$ cat src/rtl/dmem_arbiter_if.sv
// Bundle of the two requester ports and the single-ported dmem side of dmem_arbiter.
// slave is the arbiter's view; master is the requester/dmem environment's view.
interface dmem_arbiter_if #(
    parameter int ADDR_W = 12,
    parameter int DATA_W = 32
);
    logic              req0;
    logic              req1;
    logic [ADDR_W-1:0] addr0;
    logic [ADDR_W-1:0] addr1;
    logic [DATA_W-1:0] wdata0;
    logic [DATA_W-1:0] wdata1;
    logic              wr0;
    logic              wr1;
    logic              gnt0;
    logic              gnt1;
    logic              rvalid0;
    logic              rvalid1;
    logic [DATA_W-1:0] rdata0;
    logic [DATA_W-1:0] rdata1;
    logic [ADDR_W-1:0] address_dmem;
    logic [DATA_W-1:0] data;
    logic              wren;
    logic [DATA_W-1:0] q_dmem;
    logic              busy;

    modport slave (
        input  req0, req1, addr0, addr1, wdata0, wdata1, wr0, wr1, q_dmem,
        output gnt0, gnt1, rvalid0, rvalid1, rdata0, rdata1,
               address_dmem, data, wren, busy
    );

    modport master (
        output req0, req1, addr0, addr1, wdata0, wdata1, wr0, wr1, q_dmem,
        input  gnt0, gnt1, rvalid0, rvalid1, rdata0, rdata1,
               address_dmem, data, wren, busy
    );
endinterface

$ cat src/rtl/dmem_arbiter.sv
// Two-port arbiter in front of a single synchronous dmem: one command in flight,
// ties broken against the last winner, read data returned two edges after the grant.
module dmem_arbiter #(
    parameter int ADDR_W = 12,
    parameter int DATA_W = 32
) (
    input logic           clock,
    input logic           reset,
    dmem_arbiter_if.slave bus
);
    typedef enum logic [1:0] {
        ST_IDLE  = 2'b00,
        ST_ISSUE = 2'b01,
        ST_READ  = 2'b10
    } state_t;

    state_t            state_q,      state_d;
    logic              last_grant_q, last_grant_d;
    logic              owner_q,      owner_d;
    logic              rd_cmd_q,     rd_cmd_d;
    logic              gnt0_q,       gnt0_d;
    logic              gnt1_q,       gnt1_d;
    logic              rvalid0_q,    rvalid0_d;
    logic              rvalid1_q,    rvalid1_d;
    logic [DATA_W-1:0] rdata0_q,     rdata0_d;
    logic [DATA_W-1:0] rdata1_q,     rdata1_d;
    logic [ADDR_W-1:0] addr_q,       addr_d;
    logic [DATA_W-1:0] data_q,       data_d;
    logic              wren_q,       wren_d;
    logic              busy_q,       busy_d;
    logic              win_s;
    logic              win_wr_s;

    // Arbitration, command issue and read return; gnt/wren/rvalid default to a single-cycle pulse
    always_comb begin
        state_d      = state_q;
        last_grant_d = last_grant_q;
        owner_d      = owner_q;
        rd_cmd_d     = rd_cmd_q;
        gnt0_d       = 1'b0;
        gnt1_d       = 1'b0;
        rvalid0_d    = 1'b0;
        rvalid1_d    = 1'b0;
        rdata0_d     = rdata0_q;
        rdata1_d     = rdata1_q;
        addr_d       = addr_q;
        data_d       = data_q;
        wren_d       = 1'b0;
        win_s        = 1'b0;
        win_wr_s     = 1'b0;

        case (state_q)
            ST_IDLE: begin
                if (bus.req0 && bus.req1) begin
                    win_s = ~last_grant_q;
                end else if (bus.req1) begin
                    win_s = 1'b1;
                end else begin
                    win_s = 1'b0;
                end
                win_wr_s = win_s ? bus.wr1 : bus.wr0;
                if (bus.req0 || bus.req1) begin
                    gnt0_d       = ~win_s;
                    gnt1_d       = win_s;
                    addr_d       = win_s ? bus.addr1  : bus.addr0;
                    data_d       = win_s ? bus.wdata1 : bus.wdata0;
                    wren_d       = win_wr_s;
                    rd_cmd_d     = ~win_wr_s;
                    last_grant_d = win_s;
                    owner_d      = win_s;
                    state_d      = ST_ISSUE;
                end else begin
                    state_d = ST_IDLE;
                end
            end
            ST_ISSUE: begin
                if (rd_cmd_q) begin
                    state_d = ST_READ;
                end else begin
                    state_d = ST_IDLE;
                end
            end
            ST_READ: begin
                // dmem sampled the address on the ISSUE edge, so q_dmem is valid now
                if (owner_q) begin
                    rdata1_d  = bus.q_dmem;
                    rvalid1_d = 1'b1;
                end else begin
                    rdata0_d  = bus.q_dmem;
                    rvalid0_d = 1'b1;
                end
                state_d = ST_IDLE;
            end
            default: begin
                state_d = ST_IDLE;
            end
        endcase

        busy_d = (state_d != ST_IDLE);
    end

    // State and registered outputs; reset aborts any transaction in flight
    always_ff @(posedge clock or negedge reset) begin
        if (!reset) begin
            state_q      <= ST_IDLE;
            last_grant_q <= 1'b1;
            owner_q      <= 1'b0;
            rd_cmd_q     <= 1'b0;
            gnt0_q       <= 1'b0;
            gnt1_q       <= 1'b0;
            rvalid0_q    <= 1'b0;
            rvalid1_q    <= 1'b0;
            rdata0_q     <= {DATA_W{1'b0}};
            rdata1_q     <= {DATA_W{1'b0}};
            addr_q       <= {ADDR_W{1'b0}};
            data_q       <= {DATA_W{1'b0}};
            wren_q       <= 1'b0;
            busy_q       <= 1'b0;
        end else begin
            state_q      <= state_d;
            last_grant_q <= last_grant_d;
            owner_q      <= owner_d;
            rd_cmd_q     <= rd_cmd_d;
            gnt0_q       <= gnt0_d;
            gnt1_q       <= gnt1_d;
            rvalid0_q    <= rvalid0_d;
            rvalid1_q    <= rvalid1_d;
            rdata0_q     <= rdata0_d;
            rdata1_q     <= rdata1_d;
            addr_q       <= addr_d;
            data_q       <= data_d;
            wren_q       <= wren_d;
            busy_q       <= busy_d;
        end
    end

    assign bus.gnt0         = gnt0_q;
    assign bus.gnt1         = gnt1_q;
    assign bus.rvalid0      = rvalid0_q;
    assign bus.rvalid1      = rvalid1_q;
    assign bus.rdata0       = rdata0_q;
    assign bus.rdata1       = rdata1_q;
    assign bus.address_dmem = addr_q;
    assign bus.data         = data_q;
    assign bus.wren         = wren_q;
    assign bus.busy         = busy_q;
endmodule

$ cat src/flat_wrapper.sv
// flat-port wrapper written by rule: the top's interface ports become plain ports
module dmem_arbiter_flat 
#(
    parameter int ADDR_W = 12,
    parameter int DATA_W = 32
)
  (clock, reset, bus_req0, bus_req1, bus_addr0, bus_addr1, bus_wdata0, bus_wdata1, bus_wr0, bus_wr1, bus_q_dmem, bus_gnt0, bus_gnt1, bus_rvalid0, bus_rvalid1, bus_rdata0, bus_rdata1, bus_address_dmem, bus_data, bus_wren, bus_busy);
  dmem_arbiter_if #(.ADDR_W(ADDR_W), .DATA_W(DATA_W)) bus_i ();
  input logic clock;
  input logic reset;
  input wire logic [$bits(bus_i.req0)-1:0] bus_req0;
  input wire logic [$bits(bus_i.req1)-1:0] bus_req1;
  input wire logic [$bits(bus_i.addr0)-1:0] bus_addr0;
  input wire logic [$bits(bus_i.addr1)-1:0] bus_addr1;
  input wire logic [$bits(bus_i.wdata0)-1:0] bus_wdata0;
  input wire logic [$bits(bus_i.wdata1)-1:0] bus_wdata1;
  input wire logic [$bits(bus_i.wr0)-1:0] bus_wr0;
  input wire logic [$bits(bus_i.wr1)-1:0] bus_wr1;
  input wire logic [$bits(bus_i.q_dmem)-1:0] bus_q_dmem;
  output wire logic [$bits(bus_i.gnt0)-1:0] bus_gnt0;
  output wire logic [$bits(bus_i.gnt1)-1:0] bus_gnt1;
  output wire logic [$bits(bus_i.rvalid0)-1:0] bus_rvalid0;
  output wire logic [$bits(bus_i.rvalid1)-1:0] bus_rvalid1;
  output wire logic [$bits(bus_i.rdata0)-1:0] bus_rdata0;
  output wire logic [$bits(bus_i.rdata1)-1:0] bus_rdata1;
  output wire logic [$bits(bus_i.address_dmem)-1:0] bus_address_dmem;
  output wire logic [$bits(bus_i.data)-1:0] bus_data;
  output wire logic [$bits(bus_i.wren)-1:0] bus_wren;
  output wire logic [$bits(bus_i.busy)-1:0] bus_busy;
  assign bus_i.req0 = bus_req0;
  assign bus_i.req1 = bus_req1;
  assign bus_i.addr0 = bus_addr0;
  assign bus_i.addr1 = bus_addr1;
  assign bus_i.wdata0 = bus_wdata0;
  assign bus_i.wdata1 = bus_wdata1;
  assign bus_i.wr0 = bus_wr0;
  assign bus_i.wr1 = bus_wr1;
  assign bus_i.q_dmem = bus_q_dmem;
  assign bus_gnt0 = bus_i.gnt0;
  assign bus_gnt1 = bus_i.gnt1;
  assign bus_rvalid0 = bus_i.rvalid0;
  assign bus_rvalid1 = bus_i.rvalid1;
  assign bus_rdata0 = bus_i.rdata0;
  assign bus_rdata1 = bus_i.rdata1;
  assign bus_address_dmem = bus_i.address_dmem;
  assign bus_data = bus_i.data;
  assign bus_wren = bus_i.wren;
  assign bus_busy = bus_i.busy;
  dmem_arbiter #(.ADDR_W(ADDR_W), .DATA_W(DATA_W)) u_core (.clock(clock), .reset(reset), .bus(bus_i));
endmodule
$ cat config.mk
export PLATFORM = sky130hd
export DESIGN_NAME = dmem_arbiter_flat
export DESIGN_NICKNAME = d
export VERILOG_FILES = /design/src/rtl/dmem_arbiter_if.sv /design/src/rtl/dmem_arbiter.sv /design/src/flat_wrapper.sv
export SDC_FILE = /design/constraint.sdc
export NUM_CORES = 1
export LEC_CHECK = 0
export BUFFER_PORTS_ARGS = -buffer_cell sky130_fd_sc_hd__buf_2
export CORE_MARGIN = 3
export CORE_UTILIZATION = 35
export CTS_CLUSTER_SIZE = 40
export DETAILED_ROUTE_END_ITERATION = 10
export HOLD_SLACK_MARGIN = 0.02
export SETUP_SLACK_MARGIN = 0.5
export SLEW_MARGIN = 15
export SYNTH_ARGS = -nofsm -noshare
export SYNTH_HDL_FRONTEND = slang
export SYNTH_SLANG_ARGS = --single-unit
$ cat constraint.sdc
create_clock -name clock -period 2.07 [get_ports clock]
set_clock_uncertainty 0.2 [all_clocks]
set_input_delay 0.1035 -clock clock [delete_from_list [all_inputs] [get_ports clock]]
set_output_delay 0.1035 -clock clock [all_outputs]
set_load 0.02 [all_outputs]
==> metrics.md <==
| Metric | Value |
|---|---|
| Worst-Margin Slew | ~0.51 ns |
| Final period util | 78.9% |
| Via count | 4,703 |
| WP buf/inv | 2 |
| Starting Density | between 30% and 40% |
| CP required | 2.16 ns |
| CTS tree | done |
| Row cnt | 42 |
| Slew margin rel. | 65.7% |
| Pin count of the biggest net entering global routing | 43 |
| Crit-path max cell delay | 0.45 ns |
| Remaining antenna violation count after routing | 0 |
| Crit-path cells | nor3b_4 -> buf_6 -> clkbuf_16 -> mux2_2 |
| Clk sinks | 119 |
| Fraction of layout cells with a size suffix above 1 | 51.0% |
| Fin util | between 60% and 70% |
| Ant diodes | 0 |
| Status | completed |
| Leak pwr | about 4.2 nW |
| Die area | between 0.015 and 0.02 sq mm |
| Netlist Area Pre-Place | approximately 0.0048 sq mm |
| Crit. End Element | flip-flop |
| Period minus WS final | around 1.6 ns |
| Routed WL per cell | roughly 18 microns |
| Number of port buffers | ~240 |
| Most common cell after layout, fill and taps aside | buf_2 |
| Die extent in x | ~120 microns |
| Grt ovf | 0 |
| Library cells used by synthesis | 27 |
| Mapped Nets | around 500 |
| Setup CP Type | flip-flop to flip-flop |
| Reg2reg setup slack | 0.44 ns |
| Worst Hold Slack | around 0.032 ns |
| Pwr per Cell Area | 1590 mW/mm^2 |
| CTS max path bufs | 2 |
| Post-synthesis sequential area ratio | 62.4% |
| Pins Over Slew Limit | 0 |
| Final worst slack | roughly 0.44 ns |
| Setup Viol. Count Final | 0 |
| #FFs+latches synth | ~120 |
| Top Ports | 240 |
| Worst-Skew Late Latency | about 0.40 ns |
| Clock slew at reported path FFs | 0.05 ns |
| DP Worst Slack | 0.123 ns |
| Placer Congestion | roughly 0.75 |
| Num CTS Buffers | 17 |
| Achievable Freq | approximately 0.6 GHz |
| Initial antenna violation count | 0 |
| First-pass GRT wire length | 23.9 mm |
| GRT Total Usage | between 20% and 30% |
| R2r worst-path depth | 4 |
| Hold Fails Final Rpt | 0 |
| Fill cells | a little over 900 |
| Warnings, synthesis | 0 |
| Startpoint Class | flip-flop |
| Arrival time worst endpoint | 1.72 ns |
| DIE HEIGHT | approximately 120 microns |
| Most frequent cells in the layout | buf_2, dlygate4sd3_1, dfrtp_1 |
| Core ar. | roughly 0.013 sq mm |
| R2R Path Start | u_core.state_q[0] |
| Area Overhead vs Synth | 82.1% |
| Worst r2r dst | u_core.bus.rdata0[0] |
| CP max stage cell | dfrtp_2 |
| DP HPWL | slightly above 9 mm |
| RSZ-0062 raised after global routing | true |
| H-tree depth | 4 |
| Drt first pass iters | 5 |
| Worst min path class | input pin to asynchronous set/reset pin |
| Vias in the first global route | between 4,000 and 5,000 |
| 1st-iter DRT viols | about 310 |
| Final nets | 887 |
| Cells after synthesis | 371 |
| Routed WL | between 15 and 20 mm |
| Delay-heaviest family, CP | flip-flops |
| Mean post-synth cell area | about 13 sq um |
| Sequential cell area | 0.00298 sq mm |
| Drt drc | 0 |
| Area of the multi-input gates | 0.00186 sq mm |
| Vias per cell | about 5.0 |
| Post-Route Setup TNS | 0 ns |
| Root buffer cell | clkbuf_16 |
| Max Cap Viol | 0 |
| VDD IR max | roughly 580 uV |
| Stages on worst setup path | 4 |
| Worst-path fanout max | 8 |
area by class of cell:
| class | instances | share of cell area (%) |
|---|---|---|
| well taps | 176 | 2.53 |
| repair buffers | 396 | 34.2 |
| inverters | 2 | 0.173 |
| clock inverters | 8 | 1.94 |
| multi-input cells | 225 | 21.4 |
| flip-flops and latches | 119 | 34.3 |
| clock buffers | 23 | 5.50 |
kinds of logic (layout without fill, tap and decap cells):
kind of cell	Yosys count	in the layout	synth area share, %
simple gates	81	83	7.89
mux	66	66	15.5
compound gates	76	76	10.8
buf+inv	29	429	3.38
flops	119	119	62.4
registers in the layout, summed over array words and instances, names as in the netlist:
name,count
u_core.bus.address_dmem,12
u_core.bus.busy,1
u_core.bus.data,32
u_core.bus.gnt0,1
u_core.bus.gnt1,1
u_core.bus.rdata0,32
u_core.bus.rdata1,32
u_core.bus.rvalid0,1
u_core.bus.rvalid1,1
u_core.bus.wren,1
u_core.last_grant_q,1
u_core.owner_q,1
u_core.rd_cmd_q,1
u_core.state_q,2
metal layers:
| metal | up-vias | track usage, % | wire length [microns] |
|---|---|---|---|
| met4 | 0 | 10.0 | 520 |
| met5 | - | 0 | 0 |
| met3 | 49 | 6.13 | 1470 |
| met2 | 291 | 34.0 | 8220 |
| met1 | 2222 | 24.1 | 6630 |
| li1 | 2141 | - | - |
power breakdown:
group	internal [mW]	switching, mW
Clock	2.22	0.970
Sequential	3.53	0.690
Combinational	2.96	3.48
Total	8.71	5.14
stage by stage:
stage	instances	instance area (sq um)	total power [mW]
after floorplan	371	4780	7.44
after CTS	936	8260	13.0
final	949	8700	13.8
after global placement	769	6180	9.13
after detailed placement	769	6180	9.26
after global routing	949	8700	14.6
what timing repair did:
item	in CTS	in global routing
buffers inserted	8	5
pin swaps	3	13
endpoints found under the hold margin	229	0
gates resized for setup	15	55
cloned	3	8
hold buffers	125	0
setup endpoints to repair	111	76
synth_stat cells, drive strengths merged:
cell type	n	share of area, %
a21boi	1	0.24
nor2	3	0.29
clkbuf	6	0.47
mux2	65	15
o21ai	1	0.10
inv	2	0.16
a21oi	27	2.8
a21o	2	0.31
or2	1	0.13
nor3	1	0.10
nand2	56	4.5
a31oi	27	3.5
a221o	17	3.6
mux2i	1	0.21
dfstp	1	0.55
a21bo	1	0.21
nor3b	1	0.39
dfrtp	118	62
and3	18	2.4
nand3b	1	0.16
buf	21	2.8
how the worst max path moves through the flow:
stage / end / slack [ns] / from
2_1_floorplan: u_core.bus.data[12] / 0.48 / u_core.last_grant_q
3_5_place_dp: u_core.bus.data[8] / 0.12 / u_core.state_q[1]
5_1_grt: u_core.bus.rdata0[29] / 0.41 / u_core.state_q[1]
4_1_cts: u_core.bus.rdata0[21] / 0.43 / u_core.state_q[0]
3_3_place_gp: u_core.bus.data[21] / 0.20 / u_core.state_q[1]
6_report: u_core.bus.rdata0[0] / 0.44 / u_core.state_q[0]
(Power assumes the default switching activity.)
